==> src/rtl/elastic_pipe_pkg.sv <==
// elastic_pipe_pkg: definitions shared by the elastic pipeline files.
//   WORD           default payload width
//   CYCLE          nominal clock period used by benches
//   PIPE_MAX_DEPTH largest legal stage count
//   xfer_e         encoding of {input transfer, output transfer} per cycle
//   occ_width()    width of an occupancy counter able to hold 0..2*depth
package elastic_pipe_pkg;

    localparam int WORD           = 32;
    localparam int CYCLE          = 10;
    localparam int PIPE_MAX_DEPTH = 16;

    typedef enum logic [1:0] {
        XFER_NONE = 2'b00,
        XFER_OUT  = 2'b01,
        XFER_IN   = 2'b10,
        XFER_BOTH = 2'b11
    } xfer_e;

    // Sized for the skid build so both builds share one port width.
    function automatic int occ_width(input int depth);
        return $clog2(2 * depth + 1);
    endfunction

endpackage

==> src/rtl/pipe_stage.sv <==
// pipe_stage: one elastic register stage with valid/ready on both sides.
// Build option: ELASTIC_PIPE_SKID_EN turns the stage into a two-entry skid
// buffer whose upstream ready comes from a register; without it the stage is
// a single register and its ready is formed by the parent from the chain.
// Ports:
//   clk, reset            clock, asynchronous active-high reset
//   run                   0 freezes every register in the stage
//   flush                 synchronous discard of the stage contents
//   up_valid, up_data     payload offered by the predecessor
//   up_ready              (skid build only) stage can take a payload
//   dn_valid, dn_data     payload held by the stage
//   dn_ready              successor takes the payload this cycle
module pipe_stage
    import elastic_pipe_pkg::*;
#(
    parameter int WIDTH = WORD
) (
    input  logic             clk,
    input  logic             reset,
    input  logic             run,
    input  logic             flush,
    input  logic             up_valid,
    input  logic [WIDTH-1:0] up_data,
`ifdef ELASTIC_PIPE_SKID_EN
    output logic             up_ready,
`endif
    output logic             dn_valid,
    output logic [WIDTH-1:0] dn_data,
    input  logic             dn_ready
);

`ifdef ELASTIC_PIPE_SKID_EN

    logic             main_v_r, skid_v_r, ready_r;
    logic [WIDTH-1:0] main_d_r, skid_d_r;
    logic             main_v_s, skid_v_s;
    logic [WIDTH-1:0] main_d_s, skid_d_s;
    logic             adv_s, take_s, give_s;

    // Handshake qualifiers; ready_r is always the inverse of skid_v_r.
    always_comb begin
        adv_s    = run & ~flush;
        take_s   = up_valid & ready_r & adv_s;
        give_s   = main_v_r & dn_ready & adv_s;
        up_ready = ready_r & adv_s;
    end

    // Next contents: main feeds the output, skid catches a payload that
    // arrives while main is stalled.
    always_comb begin
        main_v_s = main_v_r;
        main_d_s = main_d_r;
        skid_v_s = skid_v_r;
        skid_d_s = skid_d_r;
        if (!run) begin
            main_v_s = main_v_r;
        end else if (flush) begin
            main_v_s = 1'b0;
            skid_v_s = 1'b0;
        end else if (give_s) begin
            if (skid_v_r) begin
                // ready_r was low, so no new payload arrives this cycle.
                main_v_s = 1'b1;
                main_d_s = skid_d_r;
                skid_v_s = 1'b0;
            end else begin
                main_v_s = take_s;
                main_d_s = take_s ? up_data : main_d_r;
            end
        end else if (take_s) begin
            if (main_v_r) begin
                skid_v_s = 1'b1;
                skid_d_s = up_data;
            end else begin
                main_v_s = 1'b1;
                main_d_s = up_data;
            end
        end else begin
            main_v_s = main_v_r;
        end
    end

    // Stage registers, including the registered upstream ready.
    always_ff @(posedge clk or posedge reset) begin
        if (reset) begin
            main_v_r <= 1'b0;
            main_d_r <= {WIDTH{1'b0}};
            skid_v_r <= 1'b0;
            skid_d_r <= {WIDTH{1'b0}};
            ready_r  <= 1'b1;
        end else begin
            main_v_r <= main_v_s;
            main_d_r <= main_d_s;
            skid_v_r <= skid_v_s;
            skid_d_r <= skid_d_s;
            ready_r  <= ~skid_v_s;
        end
    end

    assign dn_valid = main_v_r;
    assign dn_data  = main_d_r;

`else

    logic             valid_r;
    logic [WIDTH-1:0] data_r;
    logic             room_s;

    // The stage can load when empty or when its payload leaves this cycle.
    always_comb begin
        room_s = run & ~flush & (~valid_r | dn_ready);
    end

    // Single stage register; a frozen pipe holds everything.
    always_ff @(posedge clk or posedge reset) begin
        if (reset) begin
            valid_r <= 1'b0;
            data_r  <= {WIDTH{1'b0}};
        end else if (!run) begin
            valid_r <= valid_r;
        end else if (flush) begin
            valid_r <= 1'b0;
        end else if (room_s) begin
            valid_r <= up_valid;
            if (up_valid) begin
                data_r <= up_data;
            end
        end else begin
            valid_r <= valid_r;
        end
    end

    assign dn_valid = valid_r;
    assign dn_data  = data_r;

`endif

endmodule

==> src/rtl/elastic_pipe.sv <==
// elastic_pipe: DEPTH elastic register stages with run/freeze, synchronous
// flush, per-stage back-pressure and an occupancy counter.
// Build option: ELASTIC_PIPE_SKID_EN gives two-entry skid stages (capacity
// 2*DEPTH, registered ready); default capacity is DEPTH with a combinational
// ready chain from out_ready to in_ready.
// Ports:
//   clk, reset                     clock, asynchronous active-high reset
//   run                            0 freezes all state and forces in_ready=0
//   flush                          synchronous discard of every stage
//   in_valid, in_ready, in_data    upstream handshake and payload
//   out_valid, out_ready, out_data downstream handshake and payload
//   occupancy                      number of payloads held
module elastic_pipe
    import elastic_pipe_pkg::*;
#(
    parameter int WIDTH = WORD,
    parameter int DEPTH = 5
) (
    input  logic                        clk,
    input  logic                        reset,
    input  logic                        run,
    input  logic                        flush,
    input  logic                        in_valid,
    output logic                        in_ready,
    input  logic [WIDTH-1:0]            in_data,
    output logic                        out_valid,
    input  logic                        out_ready,
    output logic [WIDTH-1:0]            out_data,
    output logic [occ_width(DEPTH)-1:0] occupancy
);

    localparam int OCC_W = occ_width(DEPTH);

    if ((DEPTH < 1) || (DEPTH > PIPE_MAX_DEPTH)) begin : g_depth_check
        $error("elastic_pipe: DEPTH outside 1..PIPE_MAX_DEPTH");
    end

    // Index i is the input side of stage i; index DEPTH is the pipe output.
    logic [DEPTH:0]            vld_s;
    logic [DEPTH:0]            rdy_s;
    logic [DEPTH:0][WIDTH-1:0] dat_s;
    logic                      adv_s, in_xfer_s, out_xfer_s;
    xfer_e                     xfer_s;
    logic [OCC_W-1:0]          occ_r;

    assign vld_s[0] = in_valid;
    assign dat_s[0] = in_data;

`ifdef ELASTIC_PIPE_SKID_EN
    assign rdy_s[DEPTH] = out_ready;
`else
    // Ready chain: stage i accepts when it or any later stage has a hole,
    // or the output drains this cycle.
    always_comb begin
        rdy_s[DEPTH] = out_ready;
        for (int i = DEPTH - 1; i >= 0; i--) begin
            rdy_s[i] = adv_s & (~vld_s[i+1] | rdy_s[i+1]);
        end
    end
`endif

    for (genvar g = 0; g < DEPTH; g++) begin : g_stage
        pipe_stage #(
            .WIDTH(WIDTH)
        ) u_stage (
            .clk      (clk),
            .reset    (reset),
            .run      (run),
            .flush    (flush),
            .up_valid (vld_s[g]),
            .up_data  (dat_s[g]),
`ifdef ELASTIC_PIPE_SKID_EN
            .up_ready (rdy_s[g]),
`endif
            .dn_valid (vld_s[g+1]),
            .dn_data  (dat_s[g+1]),
            .dn_ready (rdy_s[g+1])
        );
    end

    // Transfer qualifiers; a flush cycle counts no handshake at either end.
    always_comb begin
        adv_s      = run & ~flush;
        in_ready   = rdy_s[0] & adv_s & ~reset;
        in_xfer_s  = in_valid & in_ready;
        out_xfer_s = vld_s[DEPTH] & out_ready & adv_s;
        xfer_s     = xfer_e'({in_xfer_s, out_xfer_s});
    end

    // Occupancy counter tracking accepted minus delivered payloads.
    always_ff @(posedge clk or posedge reset) begin
        if (reset) begin
            occ_r <= {OCC_W{1'b0}};
        end else if (!run) begin
            occ_r <= occ_r;
        end else if (flush) begin
            occ_r <= {OCC_W{1'b0}};
        end else begin
            case (xfer_s)
                XFER_IN:  occ_r <= occ_r + OCC_W'(1'b1);
                XFER_OUT: occ_r <= occ_r - OCC_W'(1'b1);
                default:  occ_r <= occ_r;
            endcase
        end
    end

    assign out_valid = vld_s[DEPTH];
    assign out_data  = dat_s[DEPTH];
    assign occupancy = occ_r;

endmodule

==> config.mk <==
export PLATFORM = sky130hd
export DESIGN_NAME = elastic_pipe
export DESIGN_NICKNAME = d
export VERILOG_FILES = /design/src/rtl/elastic_pipe_pkg.sv /design/src/rtl/pipe_stage.sv /design/src/rtl/elastic_pipe.sv
export SDC_FILE = /design/constraint.sdc
export NUM_CORES = 1
export LEC_CHECK = 0
export BUFFER_PORTS_ARGS = -buffer_cell sky130_fd_sc_hd__buf_2
export CORE_MARGIN = 3
export CORE_UTILIZATION = 25
export CTS_CLUSTER_SIZE = 25
export DETAILED_ROUTE_END_ITERATION = 10
export PLACE_DENSITY_LB_ADDON = 0.3
export SETUP_SLACK_MARGIN = 0.1
export SLEW_MARGIN = 20
export SYNTH_ARGS = -nofsm -noshare
export SYNTH_HDL_FRONTEND = slang
export SYNTH_SLANG_ARGS = --single-unit
==> constraint.sdc <==
create_clock -name clk -period 7.4 [get_ports clk]
set_input_delay 0.74 -clock clk [delete_from_list [all_inputs] [get_ports clk]]
set_output_delay 0.74 -clock clk [all_outputs]
set_load 0.01 [all_outputs]
==> metrics.cfg <==
[job]
drv_cap=0

[timing]
tightest_slew_ns=1.05
finalHoldViolCount=0
fin_tns_setup_ns=0
maxSlewViolCount=0
finalSetupViolations=0
layout_min_cycle_time_ns=2.48
post-route-period-util_pct=33.5
finalClockSkew_ns=0.00796
fmaxAchievable_mhz=404
slew_headroom_pct=30.1
rsz0062_at_grt=false

[cts]
tritoncts=built
cts_root_buf=clkbuf_16
cts_resized=0
clock_path_buffers=2
cts_setup_buffers=0
clk_latency_ns=0.42
cts.hold.buffers_added=0
cts.sinks=169
clk_pin_slew_ns=0.06
htreeDepth=4
cts_made_buffers=17

[detailed_routing]
post_drt_wl_per_cell_microns=15.0
antenna_left=0
detail_route.iter0.violations=121
drc_errors=0
vias=3520
drt-pass1-iter-count=4
routed_wl_microns=12400
post_drt_via_cell_ratio=4.26

[placed_design]
place_congestion=0.727
hpwl_microns=7600
place_area_sq_um=7290
io_buffers=75
dp_cells=794

[yosys]
ys_seq_elements=169
synth_cell_types=35
yosys-top-cells-area=dfrtp_1 (62%), mux2_2 (26%), buf_4 (3.8%)
ys_warn_count=0
synth_top_area_share_pct=61.9
synthFlopType=dfrtp_1
async_flop_share_pct=100
synth-edff-count=0
yosysSeqAreaShare_pct=61.9
syn_avg_cell_area_sq_um=15.9
synthesis.area_sq_um=6830
synth_cells=431
yosysTopAreaCell=dfrtp_1
syn_nets=472

[layout]
n_fill_cell=2630
ff_latch_area_sq_um=4230
layout.nets=519
utilization_pct=30.0
drive_gt1_share_pct=56.6
layout_commonest_cell=dfrtp_1
final_area_sq_um=7920
syn_to_final_growth_pct=15.9
fin_cells=826
final_cell_mix=dfrtp_1 (169), mux2_2 (155), buf_2 (75), clkbuf_16 (17), nand2_1 (7)
multi_input_area_sq_um=2230
diodes=0

[grt]
antenna_found_initial=0
grt_pass1_wl_microns=20400
grt_pass1_vias=3722
grt_max_degree=115
overflow=0
grt_use_total_pct=9.01

[floorplan]
std_cell_rows=59
chipWidth_microns=171
initial_utilization_pct=25.9
die_y_microns=171
ios=76
die_area_sq_um=29400
core_sq_um=26400

[worst_hold_path]
hold_path_class=in -> async

[critical_path]
critPathArrivalTime_ns=2.77
slowest_stage=dfrtp_1
critPathRequiredTime_ns=7.69
path_buf_inv=0
slowest_delay_ns=0.52
end_kind=register
critPathKind=reg -> reg
startpoint_type=register
cp_max_fo=6
critical_path.cell_chain=nand4b_4 > o21ai_2 > and4_1 > ha_1 > a21o_1 > a211oi_1 > o2bb2ai_1 > mux2i_1 > o22ai_1
cp_top_family=compound AO/OA/AOI/OAI gates

[pwr]
p_leak_uw=0.00388
vdd_drop_max_v=0.000121
report.power.total_uw=2420
powerDensity_nw_per_um2=305

[status]
status=finished clean

[path summary, 6_finish.rpt]
| check | start | to | slack (ns) | cells after the start |
|---|---|---|---|---|
| worst max-delay path | g_stage[3].u_stage.dn_valid$_DFFE_PP0P_ | occupancy[3]$_DFFE_PP0P_ | 4.92 | 9 |
| worst min-delay path | reset | occupancy[3]$_DFFE_PP0P_ | 0.50 | 2 |
| worst max register to register | g_stage[3].u_stage.dn_valid$_DFFE_PP0P_ | occupancy[3]$_DFFE_PP0P_ | 4.92 | 9 |
| worst min register to register | g_stage[1].u_stage.dn_data[12]$_DFFE_PP0P_ | g_stage[2].u_stage.dn_data[12]$_DFFE_PP0P_ | 0.50 | 1 |
| max in group asynchronous | reset | g_stage[1].u_stage.dn_data[18]$_DFFE_PP0P_ | 5.65 | 3 |
| min in group clk | g_stage[1].u_stage.dn_data[12]$_DFFE_PP0P_ | g_stage[2].u_stage.dn_data[12]$_DFFE_PP0P_ | 0.50 | 1 |
[layout make-up]
| type | instances | share of cell area (%) |
|---|---|---|
| inverter | 3 | 0.237 |
| clock buffer | 19 | 5.59 |
| sequential | 169 | 53.4 |
| tap | 335 | 5.29 |
| timing repair buffer | 78 | 5.02 |
| multi-input combinational | 209 | 28.2 |
| clock inverter | 13 | 2.28 |
[layer usage]
metal	wire, microns	track usage [%]	up-vias	share of wire, %
met4	127	3.15	0	1.0
met5	0	0	-	0
met1	5810	12.0	1856	47
li1	-	-	1587	-
met3	570	2.85	11	4.6
met2	5860	13.9	66	47
[metrics by stage]
| step | worst slack, ns | hold WS (ns) |
|---|---|---|
| 6_report | 4.92 | 0.498 |
| 5_1_grt | 4.76 | 0.511 |
| 4_1_cts | 4.96 | 0.502 |
| 3_5_place_dp | 4.50 | 0.486 |
| 3_3_place_gp | 4.56 | 0.476 |
| 2_1_floorplan | 2.08 | 0.459 |
[sequential cells by signal, summed over array words and instances, names as in the netlist]
signal	flops
g_stage.u_stage.dn_data	160
g_stage.u_stage.dn_valid	5
occupancy	4
[where the power goes]
part	switching [uW]	internal (uW)
clock	381	551
combinational	87.1	172
sequential	98.3	1130
total	566	1850
[kinds of logic after synthesis]
family,after synthesis,share of synthesized area [%]
AOI/OAI and AO/OA,23,2.55
xor gates and xnor gates,1,0.128
adders and majority gates,3,0.659
buffers and inverters,53,5.84
DFF,169,61.9
muxes,162,26.9
and+or+nand+nor,20,2.03
[cell usage after synthesis (all sizes together) (2+ instances only)]
master	count
and3	2
nor2b	3
ha	2
o21ai	5
buf	50
a21o	2
nand2	7
dfrtp	169
inv	3
o22ai	2
o211ai	2
nor2	2
mux2	161
a22o	4
a21oi	4
nand3	2
Note: power is estimated with default switching activity, not from simulation.
